`src/rtl/pipe_pkg.sv`:
```
// Shared types and constants for the pipeline stall/flush controller.
package pipe_pkg;

    typedef enum logic {
        MD_IDLE = 1'b0,
        MD_BUSY = 1'b1
    } md_state_t;

    localparam logic [4:0] REG_ZERO = 5'd0;

    localparam int unsigned DEF_MULT_CYCLES = 4;
    localparam int unsigned DEF_DIV_CYCLES  = 32;
    localparam int unsigned DEF_CNT_W       = 6;

endpackage

```
`src/rtl/muldiv_seq.sv`:
```
// Mult/div latency sequencer: tracks an in-flight operation and pulses done
// in its final cycle.
module muldiv_seq
    import pipe_pkg::*;
#(
    parameter int unsigned MULT_CYCLES = DEF_MULT_CYCLES,
    parameter int unsigned DIV_CYCLES  = DEF_DIV_CYCLES,
    parameter int unsigned CNT_W       = DEF_CNT_W
) (
    input  logic clk,
    input  logic rst,
    input  logic start,
    input  logic is_div,
    output logic busy,
    output logic done
);

    localparam logic [CNT_W-1:0] MULT_LOAD = CNT_W'(MULT_CYCLES - 1);
    localparam logic [CNT_W-1:0] DIV_LOAD  = CNT_W'(DIV_CYCLES - 1);

    md_state_t        state, state_next;
    logic [CNT_W-1:0] cnt, cnt_next;

    always_ff @(posedge clk) begin
        if (rst) begin
            state <= MD_IDLE;
            cnt   <= '0;
        end else begin
            state <= state_next;
            cnt   <= cnt_next;
        end
    end

    // Counter holds cycles remaining after the current one; it keeps
    // running through memory waits.
    always_comb begin
        state_next = state;
        cnt_next   = cnt;
        case (state)
            MD_IDLE: begin
                if (start) begin
                    state_next = MD_BUSY;
                    cnt_next   = is_div ? DIV_LOAD : MULT_LOAD;
                end
            end
            MD_BUSY: begin
                if (cnt == '0) begin
                    state_next = MD_IDLE;
                end else begin
                    cnt_next = cnt - 1'b1;
                end
            end
            default: begin
                state_next = MD_IDLE;
                cnt_next   = '0;
            end
        endcase
    end

    // Reset masks the outputs so an aborted operation never reports done.
    always_comb begin
        busy = (state == MD_BUSY) && !rst;
        done = busy && (cnt == '0);
    end

endmodule

```
`src/rtl/pipeline_ctrl.sv`:
```
// Central stall/flush sequencer: merges hazards, branch flushes, memory wait
// and mult/div latency into per-stage enable and flush strobes.
module pipeline_ctrl
    import pipe_pkg::*;
#(
    parameter int unsigned MULT_CYCLES = DEF_MULT_CYCLES,
    parameter int unsigned DIV_CYCLES  = DEF_DIV_CYCLES,
    parameter int unsigned CNT_W       = DEF_CNT_W
) (
    input  logic        clk,
    input  logic        rst,
    input  logic [4:0]  id_rs,
    input  logic [4:0]  id_rt,
    input  logic        id_uses_rs,
    input  logic        id_uses_rt,
    input  logic        id_muldiv,
    input  logic        id_is_div,
    input  logic        id_hilo_read,
    input  logic [4:0]  ex_rd,
    input  logic        ex_mem_read,
    input  logic        ex_branch_taken,
    input  logic        mem_wait,
    output logic        pc_en,
    output logic        if_id_en,
    output logic        id_ex_en,
    output logic        ex_mem_en,
    output logic        mem_wb_en,
    output logic        if_id_flush,
    output logic        id_ex_flush,
    output logic        muldiv_start,
    output logic        muldiv_busy,
    output logic        muldiv_done,
    output logic [31:0] stall_count
);

    logic load_use;
    logic hilo_hazard;
    logic struct_hazard;
    logic any_hazard;

    always_comb begin
        load_use      = ex_mem_read && (ex_rd != REG_ZERO) &&
                        ((id_uses_rs && (id_rs == ex_rd)) ||
                         (id_uses_rt && (id_rt == ex_rd)));
        hilo_hazard   = id_hilo_read && muldiv_busy;
        struct_hazard = id_muldiv && muldiv_busy;
        any_hazard    = load_use || hilo_hazard || struct_hazard;
    end

    always_comb begin
        pc_en        = 1'b1;
        if_id_en     = 1'b1;
        id_ex_en     = 1'b1;
        ex_mem_en    = 1'b1;
        mem_wb_en    = 1'b1;
        if_id_flush  = 1'b0;
        id_ex_flush  = 1'b0;
        muldiv_start = 1'b0;
        if (rst) begin
            // Hold the pipeline open and quiet while reset is applied.
        end else if (mem_wait) begin
            pc_en     = 1'b0;
            if_id_en  = 1'b0;
            id_ex_en  = 1'b0;
            ex_mem_en = 1'b0;
            mem_wb_en = 1'b0;
        end else if (ex_branch_taken) begin
            if_id_flush = 1'b1;
            id_ex_flush = 1'b1;
        end else if (any_hazard) begin
            pc_en       = 1'b0;
            if_id_en    = 1'b0;
            id_ex_flush = 1'b1;
        end else begin
            muldiv_start = id_muldiv && !muldiv_busy;
        end
    end

    muldiv_seq #(
        .MULT_CYCLES (MULT_CYCLES),
        .DIV_CYCLES  (DIV_CYCLES),
        .CNT_W       (CNT_W)
    ) u_muldiv_seq (
        .clk    (clk),
        .rst    (rst),
        .start  (muldiv_start),
        .is_div (id_is_div),
        .busy   (muldiv_busy),
        .done   (muldiv_done)
    );

    always_ff @(posedge clk) begin
        if (rst) begin
            stall_count <= '0;
        end else if (!pc_en) begin
            stall_count <= stall_count + 32'd1;
        end
    end

endmodule

```
`config.mk`:
```
export PLATFORM = sky130hd
export DESIGN_NAME = pipeline_ctrl
export DESIGN_NICKNAME = d
export VERILOG_FILES = /design/src/rtl/pipe_pkg.sv /design/src/rtl/muldiv_seq.sv /design/src/rtl/pipeline_ctrl.sv
export SDC_FILE = /design/constraint.sdc
export NUM_CORES = 1
export LEC_CHECK = 0
export CORE_ASPECT_RATIO = 1.2
export CORE_MARGIN = 2
export CORE_UTILIZATION = 30
export DETAILED_ROUTE_END_ITERATION = 16
export PLACE_DENSITY = 0.57
export SLEW_MARGIN = 0
export SYNTH_ARGS = -nofsm -noshare
export SYNTH_HDL_FRONTEND = slang
export SYNTH_SLANG_ARGS = --single-unit
export TNS_END_PERCENT = 50
```
`constraint.sdc`:
```
create_clock -name clk -period 2.7 [get_ports clk]
set_clock_uncertainty 0.2 [all_clocks]
set_input_delay 0.675 -clock clk [delete_from_list [all_inputs] [get_ports clk]]
set_output_delay 0.675 -clock clk [all_outputs]
set_load 0.03 [all_outputs]
```
* Word level (Yosys, flattened, before mapping)
Index checks and enable logic that the tools add are counted.
** Operators by class
- Add/subtract/negate cells :: 2
- Eq/ne operators :: 4
- Mux-type cells :: 24
- Bitwise logic cells :: 1
- Reduce and logical (&&, ||, !) cells :: 17
** Operators by type and width (number)
- $add A32 B1 Y32 const B :: 1
- $mux W1 :: 19
- $mux W6 :: 2
- $pmux W6 S2 :: 1
- $eq A5 B5 Y1 :: 2
- $logic_and A1 B1 Y1 :: 9
- $logic_not A6 Y1 :: 1
- $sub A6 B1 Y6 const B :: 1
- $mux W5 :: 1
- $reduce_bool A5 Y1 :: 1
- $ne A2 B2 Y1 const B :: 2
- $logic_or A1 B1 Y1 :: 3
- $logic_not A1 Y1 :: 2
- $pmux W1 S2 :: 1
- $reduce_and A2 Y1 :: 1
- $not A1 Y1 :: 1
** Storage, ports and cells
- Flip-flop bits (word level) :: 39
- Input bits :: 25
- Output and inout port bits :: 42
- Word-level logic and storage cells :: 51

* Longest topological paths before layout
Gate-level depths: netlist of the first run.
- Depth after elaboration :: 12
- Gate-level depth with buffers :: 8
- Mapped depth without buffers :: 8

* Cells and area by module
A second synthesis of the first run with hierarchy kept.
** Second synthesis, totals
- Cells, all modules :: 280
- Area total of the unflattened synthesis :: 2417.3 um2
** Modules (own cells, without submodules)
- pipeline_ctrl :: times used 1, cells an instance 228, area an instance 1936.9 um2, seq. area each 640.6 um2
- muldiv_seq :: times used 1, cells an instance 52, area an instance 480.5 um2, seq. area each 140.1 um2

* Worst setup path after synthesis of the first run
Ideal clock, no wire load.
- Path type :: input to output
- From :: input rst
- To :: output id_ex_flush
- Data arrival time :: 2.409 ns
- Required time :: 1.825 ns
- Slack :: -0.584 ns
- Stages :: 5
- Buffers on the path :: 2
- Cell sequence :: clkbuf_1 > clkbuf_1 > nor2b_1 > a221oi_1 > nor3_1
** Between the ends
- Longest elaborated chain between the ends :: 9
- Elaborated cells on any way between the ends :: 10
- Those cells by class :: mux: 4; reduce/logical: 6
** RTL lines
- from (decl) :: RTL line pipeline_ctrl.sv:11 : input logic rst,
- $logic_not A1 Y1 (*) :: RTL line muldiv_seq.sv:62 : busy = (state == MD_BUSY) && !rst;
- $logic_and A1 B1 Y1 (*) :: RTL line muldiv_seq.sv:62
- net muldiv_busy :: RTL line pipeline_ctrl.sv:31 : output logic muldiv_busy,
- $logic_and A1 B1 Y1 :: RTL line pipeline_ctrl.sv:45 : hilo_hazard = id_hilo_read && muldiv_busy;
- $logic_or A1 B1 Y1 :: RTL line pipeline_ctrl.sv:47 : any_hazard = load_use || hilo_hazard || struct_hazard;
- $logic_or A1 B1 Y1 (*) :: RTL line pipeline_ctrl.sv:47
- $mux W1 (*) :: RTL line pipeline_ctrl.sv:70 : end else if (any_hazard) begin
- $mux W1 (*) :: RTL line pipeline_ctrl.sv:67 : end else if (ex_branch_taken) begin
- $mux W1 (*) :: RTL line pipeline_ctrl.sv:61 : end else if (mem_wait) begin
- $mux W1 (*) :: RTL line pipeline_ctrl.sv:59 : if (rst) begin
- to (decl) :: RTL line pipeline_ctrl.sv:29 : output logic id_ex_flush,
Mark *: on every way through the listed nets, which the timed path passes. The rest lies on a longest branch.

* Final worst setup path of the first run
- From :: input ex_rd[3]
- To :: output if_id_en
** Between the ends
- Longest elaborated chain between the ends :: 10
- Elaborated cells on any way between the ends :: 14
- Those cells by class :: eq/ne: 2; mux: 4; reduce/logical: 8
** RTL lines
- from (decl) :: RTL line pipeline_ctrl.sv:19 : input logic [4:0] ex_rd,
- $eq A5 B5 Y1 (on tied branches) :: RTL line pipeline_ctrl.sv:43, pipeline_ctrl.sv:44
- $logic_and A1 B1 Y1 (on tied branches) :: RTL line pipeline_ctrl.sv:43, pipeline_ctrl.sv:44
- $logic_or A1 B1 Y1 :: RTL line pipeline_ctrl.sv:43 : ((id_uses_rs && (id_rs == ex_rd)) ||
- $logic_and A1 B1 Y1 (*) :: RTL line pipeline_ctrl.sv:42 : load_use = ex_mem_read && (ex_rd != REG_ZERO) &&
- $logic_or A1 B1 Y1 (*) (2 in series) :: RTL line pipeline_ctrl.sv:47
- $mux W1 (*) :: RTL line pipeline_ctrl.sv:70
- $mux W1 (*) :: RTL line pipeline_ctrl.sv:67
- $mux W1 (*) :: RTL line pipeline_ctrl.sv:61
- $mux W1 (*) :: RTL line pipeline_ctrl.sv:59
- to (decl) :: RTL line pipeline_ctrl.sv:24 : output logic if_id_en,
Mark *: on every way between the ends. The rest lies on a longest branch, timed or not.

==> results of run 1 <==
-- final cells by class --
type                       count  area share, %
clock buffer                   5           1.89
tap                           92           3.16
sequential                    39           21.5
timing repair buffer         108           27.7
clock inverter                 3           1.31
multi-input combinational    213           43.3
inverter                      11           1.14
-- synth_stat cells, drive strengths merged, types with 5 or more instances --
cell type,n
dfxtp,39
a21oi,22
nor2,20
nand2,16
nand3,14
nor2b,14
nor3,13
buf,11
inv,11
o21ai,11
o31ai,11
or4,11
xnor2,11
mux2,10
or3,10
nand4,8
a31oi,7
clkbuf,7
and3,5
nor4,5
-- flip-flops by register name, indices dropped and copies added (netlist names) --
register,flops
u_muldiv_seq.cnt,6
stall_count,32
u_muldiv_seq.state,1
-- worst reg2reg max path, delay by kind of cell, from the launching register on --
family           cells  cell delay [ns]
AND/OR/NAND/NOR      4             1.39
flip-flops           1             0.41
multiplexers         1             0.36
-- metrics by stage --
stage	util [%]	hold WS (ns)	area, um^2	setup slack (ns)
5_1_grt	48.0	0.321	3640	-0.226
3_5_place_dp	42.6	0.278	3230	-0.997
6_report	48.0	0.285	3640	-0.198
4_1_cts	47.1	0.290	3570	-0.210
2_1_floorplan	-	0.249	2330	-0.299
3_3_place_gp	42.6	0.268	3230	-1.01
-- final timing paths --
kind | from | endpoint | slack, ns
hold / removal | u_muldiv_seq.cnt[4] | u_muldiv_seq.cnt[4] | 0.29
setup reg to reg | stall_count[9] | stall_count[28] | 0.23
hold reg to reg | u_muldiv_seq.cnt[4] | u_muldiv_seq.cnt[4] | 0.29
setup / recovery | ex_rd[3] | if_id_en | -0.20
-- routing by layer --
metal  vias up  share of wire (%)  GRT usage [%]  routed length, um
met4         0                2.1           4.84                138
met5         -                  0              0                  0
li1       1222                  -              -                  -
met2        37                 51           27.6               3300
met1      1171                 43           18.3               2800
met3        10                3.5           3.45                228
-- cell families after synthesis --
logic type / count (synthesis)
compound gates: 61
xor+xnor: 12
fa+ha+maj: 2
buf+inv: 29
flops: 39
mux: 11
simple gates: 127
-- where the power goes --
part | internal [mW] | total [mW] | switching [mW] | leakage, nW
registers | 0.582 | 0.588 | 0.00608 | 0.315
clock network | 0.280 | 0.516 | 0.236 | 0.0587
logic | 0.112 | 0.224 | 0.113 | 0.987
total | 0.974 | 1.33 | 0.355 | 1.36
-- what timing repair did --
item,4_1_cts,5_1_grt
pin swaps,27,9
gates resized for setup,69,17
endpoints found under the setup margin,31,27
buffers inserted,8,2
==> out/qor.txt, run 1 <==
Min-Delay Path Class: reg2reg
Final WL: 6470 um
Layout cells sized above 1: 28.5%
CTS clk-pin slew, worst paths: 0.08 ns
DRC Markers: 0
Number of synthesized flops with an enable pin: 0
Post-Synth Simple-Gate Area: 31.2%
# clock sinks: 39
Critical Path, Cell by Cell: buf_6 -> or4_4 -> o21a_1 -> buf_6 -> a31oi_4 -> buf_6 -> buf_6
Peak per-stage delay on the critical path: 0.51 ns
CP Depth: 7
Final Non-Filler Cells: 471
Area occupied by multi-input gates: 1580 um^2
Yosys top cell area share: 33.8%
Total track usage: 15.4%
Slew HR: 57.2%
Final GP Congestion: 0.785
Slew at the pin closest to its max-slew limit: 0.642 ns
IO Pins: 67
Area delta synth->final: 57.6%
Initial Utilization: 30.5%
Crit Path Class: in2out
Main synth FF type: dfxtp_1
Dpl hpwl: 4450 um
Post-layout power: 1.33 mW
Wirelength per Cell: 13.7 um
Fill cell count: 734
FF/Latch Area: 781 um^2
Yosys cell types: 48
Worst-Skew Late Latency: 0.30 ns
Combinational family with the most area after synthesis: simple AND/OR/NAND/NOR gates
Mapped Cells: 281
Die height: 100 um
Core area: 7580 um^2
Post-DR vias/cell: 5.18
FP Rows: 35
Failing checks: negative setup slack
Number of global-route vias before repair: 2344
Async SR Flop Fraction: 0%
Synthesized area: 2310 um^2
Fin. Hold Viols: 0
Period utilisation layout: 107%
Data arrival, critical path: 2.02 ns
Final min period: 2.90 ns
Worst Setup End Kind: primary output
First-pass GRT wire length: 10700 um
P_leak: 1.36 nW
Syn_area_per_cell: 8.22 um^2
Seq cells post-synth: 39
Reg2Reg Depth: 5
Initial DRT Pass Iterations: 4
Fin worst setup slack: -0.198 ns
Final setup violation count: 16
Critical path required time: 1.82 ns
TritonCTS buffer count: 5
Placed insts: 453
Initial DRC Count: 71
YS warnings: 0
Die area: 8420 um^2
Pin count of the biggest net entering global routing: 34
CTS Root Cell: clkbuf_8
Vias: 2440
Slowest stage cell on the critical path: or4_4
H-tree Lvls: 2
Congestion Overflow GR: 0
Diode count: 0
Slew Viols, Final: 0
XOR/XNOR share of the synthesized area: 4.55%
VDD IR max: 0.187 mV
Die W: 84.1 um
Cell mode on critical path: buf_6
Antenna violations before repair: 0
Maximum Capacitance Violations: 0
Sequential share of the synthesized area: 33.8%
Most common cell after layout, fill and taps aside: dfxtp_1
Compound-Gate Fraction of Synth Area: 17.7%
FMAX: 345 MHz
Post-synthesis mux area share: 5.31%
Most frequent cells in the layout: dfxtp_1, buf_4, clkdlybuf4s50_1
RSZ-0062 raised after global routing: true
Synth Area in Adders: 1.08%
Final nets: 405
CP Max Fanout: 4
CTS tree: done
Buf/Inv on CP: 4
Max clock buf depth: 2
Power per cell area: 365 nW/um^2
Post-route ant nets: 0
Setup TNS: -1.23 ns
Status: complete, but fails checks
Post-CTS Hold Fix Bufs: 0
Hold depth: 2
Kind of cell adding the most delay to the critical path: simple AND/OR/NAND/NOR gates
# port buffers: 66
Syn nets: 308
Crit start category: input pin
Top cell type by total area after synthesis: dfxtp_1
Largest cells by area after synthesis: dfxtp_1, a21oi_1, xnor2_1
(Power assumes the default switching activity.)
==> run 2, diff against run 1 <==
- ABC_CLOCK_PERIOD_IN_PS: default -> 2700
- CAP_MARGIN: default -> 20
==> results of run 2 <==
No change in the layout: final DEF, timing and power equal those of run 1.
